===== config.mk =====
export PLATFORM = sky130hd
export DESIGN_NAME = cut_sequencer_flat
export DESIGN_NICKNAME = d
export VERILOG_FILES = /design/src/rtl/cut_pkg.sv /design/src/rtl/cut_sequencer_if.sv /design/src/rtl/ms_ticker.sv /design/src/rtl/cut_sequencer.sv /design/src/flat_wrapper.sv
export SDC_FILE = /design/constraint.sdc
export NUM_CORES = 1
export LEC_CHECK = 0
export BUFFER_PORTS_ARGS = -buffer_cell sky130_fd_sc_hd__clkbuf_2
export CAP_MARGIN = 20
export CORE_MARGIN = 3
export CORE_UTILIZATION = 35
export CTS_CLUSTER_DIAMETER = 50
export DETAILED_ROUTE_END_ITERATION = 12
export PLACE_DENSITY = 0.57
export SLEW_MARGIN = 15
export SYNTH_ARGS = -nofsm -noshare
export SYNTH_HDL_FRONTEND = slang
export SYNTH_SLANG_ARGS = --single-unit

===== constraint.sdc =====
create_clock -name clk -period 7.3 [get_ports clk]
set_clock_uncertainty 0.2 [all_clocks]
set_input_delay 0 -clock clk [delete_from_list [all_inputs] [get_ports clk]]
set_output_delay 0 -clock clk [all_outputs]
set_load 0.03 [all_outputs]

===== src/rtl/cut_pkg.sv =====
// Shared types and constants for the cut sequencer.
// Holds the state encoding and the ms prescaler width helper.
package cut_pkg;

   localparam int CNT_W_DEF      = 7;
   localparam int CLK_PER_MS_DEF = 50000;
   localparam int MS_W           = $clog2(CLK_PER_MS_DEF);

   typedef enum logic [2:0] {
      S_IDLE,
      S_CUT,
      S_GAP,
      S_DONE,
      S_ERR
   } state_e;

   function automatic int ms_w(input int clk_per_ms);
      return (clk_per_ms > 1) ? $clog2(clk_per_ms) : 1;
   endfunction

endpackage


===== src/rtl/cut_sequencer_if.sv =====
// Controller/driver signal bundle of the cut sequencer.
// master drives requests and the stroke flag; slave is the sequencer.
interface cut_sequencer_if
   import cut_pkg::*;
#(
   parameter int CNT_W = CNT_W_DEF
);

   logic             start_i;
   logic             abort_i;
   logic [CNT_W-1:0] cut_num_i;
   logic             cut_o;
   logic             cut_end_i;
   logic             feed_o;
   logic             busy_o;
   logic             done_o;
   logic [CNT_W-1:0] cut_cnt_o;
   logic             err_o;

   modport master (
      output start_i, abort_i, cut_num_i, cut_end_i,
      input  cut_o, feed_o, busy_o, done_o, cut_cnt_o, err_o
   );

   modport slave (
      input  start_i, abort_i, cut_num_i, cut_end_i,
      output cut_o, feed_o, busy_o, done_o, cut_cnt_o, err_o
   );

endinterface


===== src/rtl/ms_ticker.sv =====
// Millisecond prescaler: one-cycle tick every CLK_PER_MS clocks.
// clr restarts the count so a new phase starts on a full ms.
module ms_ticker
   import cut_pkg::*;
#(
   parameter int CLK_PER_MS = CLK_PER_MS_DEF,
   parameter int W          = ms_w(CLK_PER_MS)
) (
   input  logic clk,
   input  logic rst,
   input  logic clr,
   output logic tick_o
);

   localparam logic [W-1:0] TC = W'(CLK_PER_MS - 1);

   logic [W-1:0] cnt_q, cnt_d;

   assign tick_o = (cnt_q == TC);

   always_comb begin
      cnt_d = cnt_q + W'(1);
      if (clr || tick_o) cnt_d = '0;
   end

   always_ff @(posedge clk) begin
      if (rst) cnt_q <= '0;
      else     cnt_q <= cnt_d;
   end

endmodule


===== src/rtl/cut_sequencer.sv =====
// Batch cut sequencer: cut stroke, count, timed feed gap, repeat.
// Optional per-stroke watchdog enabled by CUT_SEQ_TIMEOUT_EN.
module cut_sequencer
   import cut_pkg::*;
#(
   parameter int CLK_PER_MS = CLK_PER_MS_DEF,
   parameter int GAP_MS     = 200,
   parameter int TIMEOUT_MS = 5000,
   parameter int CNT_W      = CNT_W_DEF
) (
   input  logic           clk,
   input  logic           rst,
   cut_sequencer_if.slave bus
);

   localparam int GAP_W = $clog2(GAP_MS + 1);

   if (GAP_MS < 1 || TIMEOUT_MS < 1) begin : g_cfg_chk
      $error("cut_sequencer: GAP_MS and TIMEOUT_MS must be >= 1");
   end

   state_e           state_q, state_d;
   logic [2:0]       sync_q, sync_d;
   logic [CNT_W-1:0] target_q, target_d;
   logic [CNT_W-1:0] cnt_q, cnt_d;
   logic [GAP_W-1:0] gap_q, gap_d;
   logic             cut_q, cut_d;
   logic             feed_q, feed_d;
   logic             busy_q, busy_d;
   logic             done_q, done_d;
   logic             stroke_end;
   logic             ms_tick;
   logic             wd_expired;

   // two sync stages then an edge register; a wide pulse yields one edge
   assign sync_d     = {sync_q[1:0], bus.cut_end_i};
   assign stroke_end = sync_q[1] & ~sync_q[2];

   ms_ticker #(
      .CLK_PER_MS(CLK_PER_MS)
   ) u_ms_ticker (
      .clk   (clk),
      .rst   (rst),
      .clr   (state_d != state_q),
      .tick_o(ms_tick)
   );

   always_comb begin
      state_d  = state_q;
      target_d = target_q;
      cnt_d    = cnt_q;
      gap_d    = gap_q;
      if (bus.abort_i) begin
         state_d = S_IDLE;
      end else begin
         unique case (state_q)
            S_IDLE: begin
               if (bus.start_i && bus.cut_num_i != '0) begin
                  target_d = bus.cut_num_i;
                  cnt_d    = '0;
                  state_d  = S_CUT;
               end
            end
            S_CUT: begin
               if (stroke_end) begin
                  cnt_d   = cnt_q + CNT_W'(1);
                  gap_d   = GAP_W'(GAP_MS);
                  state_d = (cnt_d == target_q) ? S_DONE : S_GAP;
               end else if (wd_expired) begin
                  state_d = S_ERR;
               end
            end
            S_GAP: begin
               if (ms_tick) begin
                  gap_d = gap_q - GAP_W'(1);
                  if (gap_q == GAP_W'(1)) state_d = S_CUT;
               end
            end
            S_DONE:  state_d = S_IDLE;
            default: state_d = state_q;
         endcase
      end
      cut_d  = (state_d == S_CUT);
      feed_d = (state_d == S_GAP);
      busy_d = (state_d inside {S_CUT, S_GAP, S_DONE});
      done_d = (state_d == S_DONE);
   end

   always_ff @(posedge clk) begin
      if (rst) begin
         state_q  <= S_IDLE;
         sync_q   <= '0;
         target_q <= '0;
         cnt_q    <= '0;
         gap_q    <= '0;
         cut_q    <= 1'b0;
         feed_q   <= 1'b0;
         busy_q   <= 1'b0;
         done_q   <= 1'b0;
      end else begin
         state_q  <= state_d;
         sync_q   <= sync_d;
         target_q <= target_d;
         cnt_q    <= cnt_d;
         gap_q    <= gap_d;
         cut_q    <= cut_d;
         feed_q   <= feed_d;
         busy_q   <= busy_d;
         done_q   <= done_d;
      end
   end

`ifdef CUT_SEQ_TIMEOUT_EN
   localparam int WD_W = $clog2(TIMEOUT_MS + 1);

   logic [WD_W-1:0] wd_q, wd_d;
   logic            err_q, err_d;

   // held at zero outside CUT, so every stroke starts a fresh window
   assign wd_expired = ms_tick && (wd_q == WD_W'(TIMEOUT_MS - 1));

   always_comb begin
      wd_d  = wd_q;
      if (state_q != S_CUT) wd_d = '0;
      else if (ms_tick)     wd_d = wd_q + WD_W'(1);
      err_d = (state_d == S_ERR);
   end

   always_ff @(posedge clk) begin
      if (rst) begin
         wd_q  <= '0;
         err_q <= 1'b0;
      end else begin
         wd_q  <= wd_d;
         err_q <= err_d;
      end
   end

   assign bus.err_o = err_q;
`else
   assign wd_expired = 1'b0;
   assign bus.err_o  = 1'b0;
`endif

   assign bus.cut_o     = cut_q;
   assign bus.feed_o    = feed_q;
   assign bus.busy_o    = busy_q;
   assign bus.done_o    = done_q;
   assign bus.cut_cnt_o = cnt_q;

endmodule


===== src/flat_wrapper.sv =====
// flat-port wrapper written by rule: the top's interface ports become plain ports
module cut_sequencer_flat import cut_pkg::*;
#(
   parameter int CLK_PER_MS = CLK_PER_MS_DEF,
   parameter int GAP_MS     = 200,
   parameter int TIMEOUT_MS = 5000,
   parameter int CNT_W      = CNT_W_DEF
)
  (clk, rst, bus_start_i, bus_abort_i, bus_cut_num_i, bus_cut_end_i, bus_cut_o, bus_feed_o, bus_busy_o, bus_done_o, bus_cut_cnt_o, bus_err_o);
  cut_sequencer_if #(.CNT_W(CNT_W)) bus_i ();
  input  logic clk;
  input  logic rst;
  input wire logic [$bits(bus_i.start_i)-1:0] bus_start_i;
  input wire logic [$bits(bus_i.abort_i)-1:0] bus_abort_i;
  input wire logic [$bits(bus_i.cut_num_i)-1:0] bus_cut_num_i;
  input wire logic [$bits(bus_i.cut_end_i)-1:0] bus_cut_end_i;
  output wire logic [$bits(bus_i.cut_o)-1:0] bus_cut_o;
  output wire logic [$bits(bus_i.feed_o)-1:0] bus_feed_o;
  output wire logic [$bits(bus_i.busy_o)-1:0] bus_busy_o;
  output wire logic [$bits(bus_i.done_o)-1:0] bus_done_o;
  output wire logic [$bits(bus_i.cut_cnt_o)-1:0] bus_cut_cnt_o;
  output wire logic [$bits(bus_i.err_o)-1:0] bus_err_o;
  assign bus_i.start_i = bus_start_i;
  assign bus_i.abort_i = bus_abort_i;
  assign bus_i.cut_num_i = bus_cut_num_i;
  assign bus_i.cut_end_i = bus_cut_end_i;
  assign bus_cut_o = bus_i.cut_o;
  assign bus_feed_o = bus_i.feed_o;
  assign bus_busy_o = bus_i.busy_o;
  assign bus_done_o = bus_i.done_o;
  assign bus_cut_cnt_o = bus_i.cut_cnt_o;
  assign bus_err_o = bus_i.err_o;
  cut_sequencer #(.CLK_PER_MS(CLK_PER_MS), .GAP_MS(GAP_MS), .TIMEOUT_MS(TIMEOUT_MS), .CNT_W(CNT_W)) u_core (.clk(clk), .rst(rst), .bus(bus_i));
endmodule

==> flow_summary_export.csv <==
group,metric,value,unit
sta,portion_of_the_clock_cycle_consumed_by_the_worst_path_in_the_final_layout,38.1,%
sta,hold_slack,0.114,ns
yosys,syn-mean-instance-area,9.19,µm²
setup_path,rr_endpoint,"u_core.u_ms_ticker.cnt_q[9]$_SDFF_PP0_",
placed_design,dp_cells,345,
grt,grt_max_degree,34,
grt,number_of_antenna_violations_at_the_first_check_in_global_routing,0,
die,core_area,6460,µm²
placed_design,post-dp-hpwl,3220,µm
setup_path,cell_chain_of_the_critical_path,"ha_1 -> nand3_1 -> nor4_4 -> and2_1 -> a2bb2oi_4 -> mux2i_4 -> nor2_1",
sta,timing.slew.headroom,37.1,%
pwr,internal-power,0.386,mW
placed_design,place.port_buffers,22,
clocking,tritoncts_num_sinks,48,
clocking,cts_hold_repair.buffers,9,
setup_path,worst-path-max-fanout,16,
sta,min_period,2.78,ns
placed_design,gp_routability_congestion,0.759,
die,std_cell_rows,29,
pwr,leakage,0.981,nW
die,pin_count,24,
setup_path,wp_data_arrival,2.74,ns
yosys,synth.cell_area,2360,µm²
sta,final_hold_fails,0,
cells_and_area,layout_commonest_cell,"dfxtp_1",
yosys,postSynth.asyncResetShare,0,%
cells_and_area,layout.nets,300,
setup_path,startpoint,"u_core.u_ms_ticker.cnt_q[0]$_SDFF_PP0_",
setup_path,cp.buffers_inverters,0,
clocking,cts_made_buffers,5,
die,die-area,7770,µm²
yosys,yosysWarnings,0,
yosys,syn_nets,273,
cells_and_area,synth_to_final_area_change,14.1,%
setup_path,worst_path_largest_cell_delay,0.55,ns
worst_hold_path,worstHoldPathType,"primary input to register",
die,initial_core_utilization,36.6,%
yosys,number_of_flops_mapped_to_enable_cells_by_yosys,0,
clocking,post-cts-setup-buffer-count,0,
setup_path,required_time_reported_for_the_critical_path_endpoint,7.26,ns
grt,grt.overflow.total,0,
grt,wire_length_of_the_first_global_routing_pass,7830,µm
yosys,top_post_synthesis_cells_by_area,"dfxtp_1 41%, xnor2_1 6.3%, nor2_1 5.6%",
yosys,synthCells,257,
detailed_routing,post_drt_via_cell_ratio,5.01,
yosys,yosys_most_used_dff,"dfxtp_1",
cells_and_area,layout.cells.most_common_list,"48 x dfxtp_1, 35 x nor2_1, 22 x clkbuf_2",
cells_and_area,seqCellArea,961,µm²
detailed_routing,route.vias.total,1813,
clocking,cts_resized,0,
grt,vias_in_the_first_global_route,1700,
yosys,leading_area_contributor_after_synthesis,"dfxtp_1",
yosys,post-synth-top-area-fraction,40.7,%
sta,report.final.setup_viol,0,
pwr,clockPowerShare,38.0,%
status,outcome,"complete, no violations",
yosys,synth_cell_types,49,
clocking,cts.root.buffer_cell,"clkbuf_8",
worst_hold_path,hold_path_end,"u_core.bus.cut_cnt_o[0]$_SDFFE_PP0P_",
worst_hold_path,hold_path_startpoint,"rst",
clocking,path_clk_slew,0.09,ns
pwr,net-switching-power,0.111,mW
setup_path,timing.reg2reg.worst_path_depth,7,
setup_path,worstSetupPathDepth,7,
detailed_routing,remaining_drc_errors,0,
cells_and_area,fillers,645,
job,timing.max_cap.violations,0,
setup_path,r2r_setup_slack,4.52,ns
setup_path,regToRegStartpoint,"u_core.u_ms_ticker.cnt_q[0]$_SDFF_PP0_",
detailed_routing,average_detailed_routed_wire_length_per_instance,12.7,µm
cells_and_area,finalNonFillerCells,362,
grt,globalRouteTotalUtil,12.7,%
cells_and_area,layout-drive-gt1-share,18.2,%
die,die-width,88.2,µm
detailed_routing,dr.pass1.iters,4,
cells_and_area,multi_input_comb_area,1310,µm²
pwr,power.share.combinational,7.7,%
sta,fmax,0.360,GHz
yosys,register_area_share_after_synthesis,40.7,%
cells_and_area,fin_util,41.7,%
clocking,tritoncts,"done",
setup_path,worst_path_max_delay_cell,"mux2i_4",
setup_path,critical_path_class,"register to register",
clocking,clock_latency,0.30,ns
pwr,switching_share,22.4,%
yosys,synth_seq_cells,48,
sta,transition_time_at_the_pin_with_the_least_slew_margin,0.936,ns
setup_path,worst_setup_path_end_kind,"register",
setup_path,cp-start-kind,"register",
pwr,pwr_density_cell,184,nW/µm²
worst_hold_path,worst_hold_path.num_cells,2,
sta,drv_slew,0,
pwr,seq_power_share,54.3,%
clocking,ctsHtreeMaxLevel,2,
cells_and_area,insertedDiodeCount,0,
sta,setup_repair_after_global_routing_missed_its_margin,"false",
detailed_routing,detail_route.iter0.violations,83,
detailed_routing,finalWirelength,4590,µm
die,dieHeight,88.2,µm
clocking,cts-root-to-sink-buffers,2,
detailed_routing,final_antenna_net_count,0,
sta,final.setup.tns,0,ns
setup_path,timing.critical_path.max_delay_family,"simple AND/OR/NAND/NOR gates",
pwr,max-vdd-ir-drop,0.0688,mV
worst register-to-register path: cells and delay by family (launching register included):
family,cells,cell delay (ns)
simple gates,4,1.20
mux,1,0.55
flops,1,0.39
fa+ha+maj,1,0.20
compound gates,1,0.11
per-layer routing:
layer,up-vias,GRT usage [%],part of all wire (%)
li1,942,-,-
met1,845,16.7,51
met2,22,20.2,45
met3,4,3.39,2.7
met4,0,4.12,0.89
met5,-,0,0
per-stage QoR:
stage                     worst slack [ns]  power (mW)  cell area [µm²]
after global routing                  4.19       0.518             2700
final                                 4.52       0.497             2700
after CTS                             4.46       0.504             2700
after floorplan                       4.99       0.304             2360
after detailed placement              4.50       0.311             2500
after global placement                4.58       0.311             2500
power groups by stage:
stage,clock [mW],combinational (mW),sequential (mW)
global route,0.205,0.0417,0.271
floorplan,0,0.0270,0.277
CTS,0.195,0.0386,0.270
global placement,0,0.0346,0.276
detailed placement,0,0.0347,0.276
finish,0.189,0.0380,0.270
area by class of cell:
type                    instances  area share (%)
clock buffers                   6            2.69
clock inverters                 2            1.30
inverters                       5           0.696
multi-input cells             193            48.7
flip-flops and latches         48            35.7
well taps                      77            3.57
repair buffers                 31            7.43
sequential cells by signal, indices dropped and copies added (netlist names):
name                      cells
u_core.bus.feed_o             1
u_core.gap_q                  8
u_core.bus.done_o             1
u_core.target_q               7
u_core.u_ms_ticker.cnt_q     16
u_core.bus.cut_cnt_o          7
u_core.bus.cut_o              1
u_core.sync_q                 3
u_core.state_q                3
u_core.bus.busy_o             1
cells by family (layout without fill, tap and decap cells):
kind of cell | Yosys count | count (layout) | share of synthesized area, %
and+or+nand+nor | 118 | 118 | 27.7
other | 1 | 1 | 0.159
muxes | 8 | 8 | 3.92
buffers and inverters | 16 | 44 | 3.81
adders and majority gates | 4 | 4 | 2.12
xor gates and xnor gates | 32 | 32 | 11.9
DFF | 48 | 48 | 40.7
AOI/OAI and AO/OA | 30 | 30 | 9.75
synthesized netlist by cell type (3+ instances only):
cell type  number
inv_1           5
and3_1          3
and2_1          3
nor4_1          4
nand3_1        11
a2111oi_0       3
dfxtp_1        48
ha_1            4
nor2_1         35
nor3_1          9
mux2i_1         7
nand2_1         8
a21oi_1        11
clkbuf_1        6
xor2_1         15
nand3b_1        6
nand4_1         6
nor2b_1         7
nor2_2         10
xnor2_1        17
o21ai_0         6
how the worst max path moves through the flow:
stage | to | slack, ns
floorplan | u_core.u_ms_ticker.cnt_q[14]$_SDFF_PP0_ | 4.99
global placement | u_core.u_ms_ticker.cnt_q[11]$_SDFF_PP0_ | 4.58
detailed placement | u_core.u_ms_ticker.cnt_q[9]$_SDFF_PP0_ | 4.50
CTS | u_core.u_ms_ticker.cnt_q[9]$_SDFF_PP0_ | 4.46
global route | u_core.u_ms_ticker.cnt_q[11]$_SDFF_PP0_ | 4.19
finish | u_core.u_ms_ticker.cnt_q[9]$_SDFF_PP0_ | 4.52
Note: power is estimated with default switching activity, not from simulation.
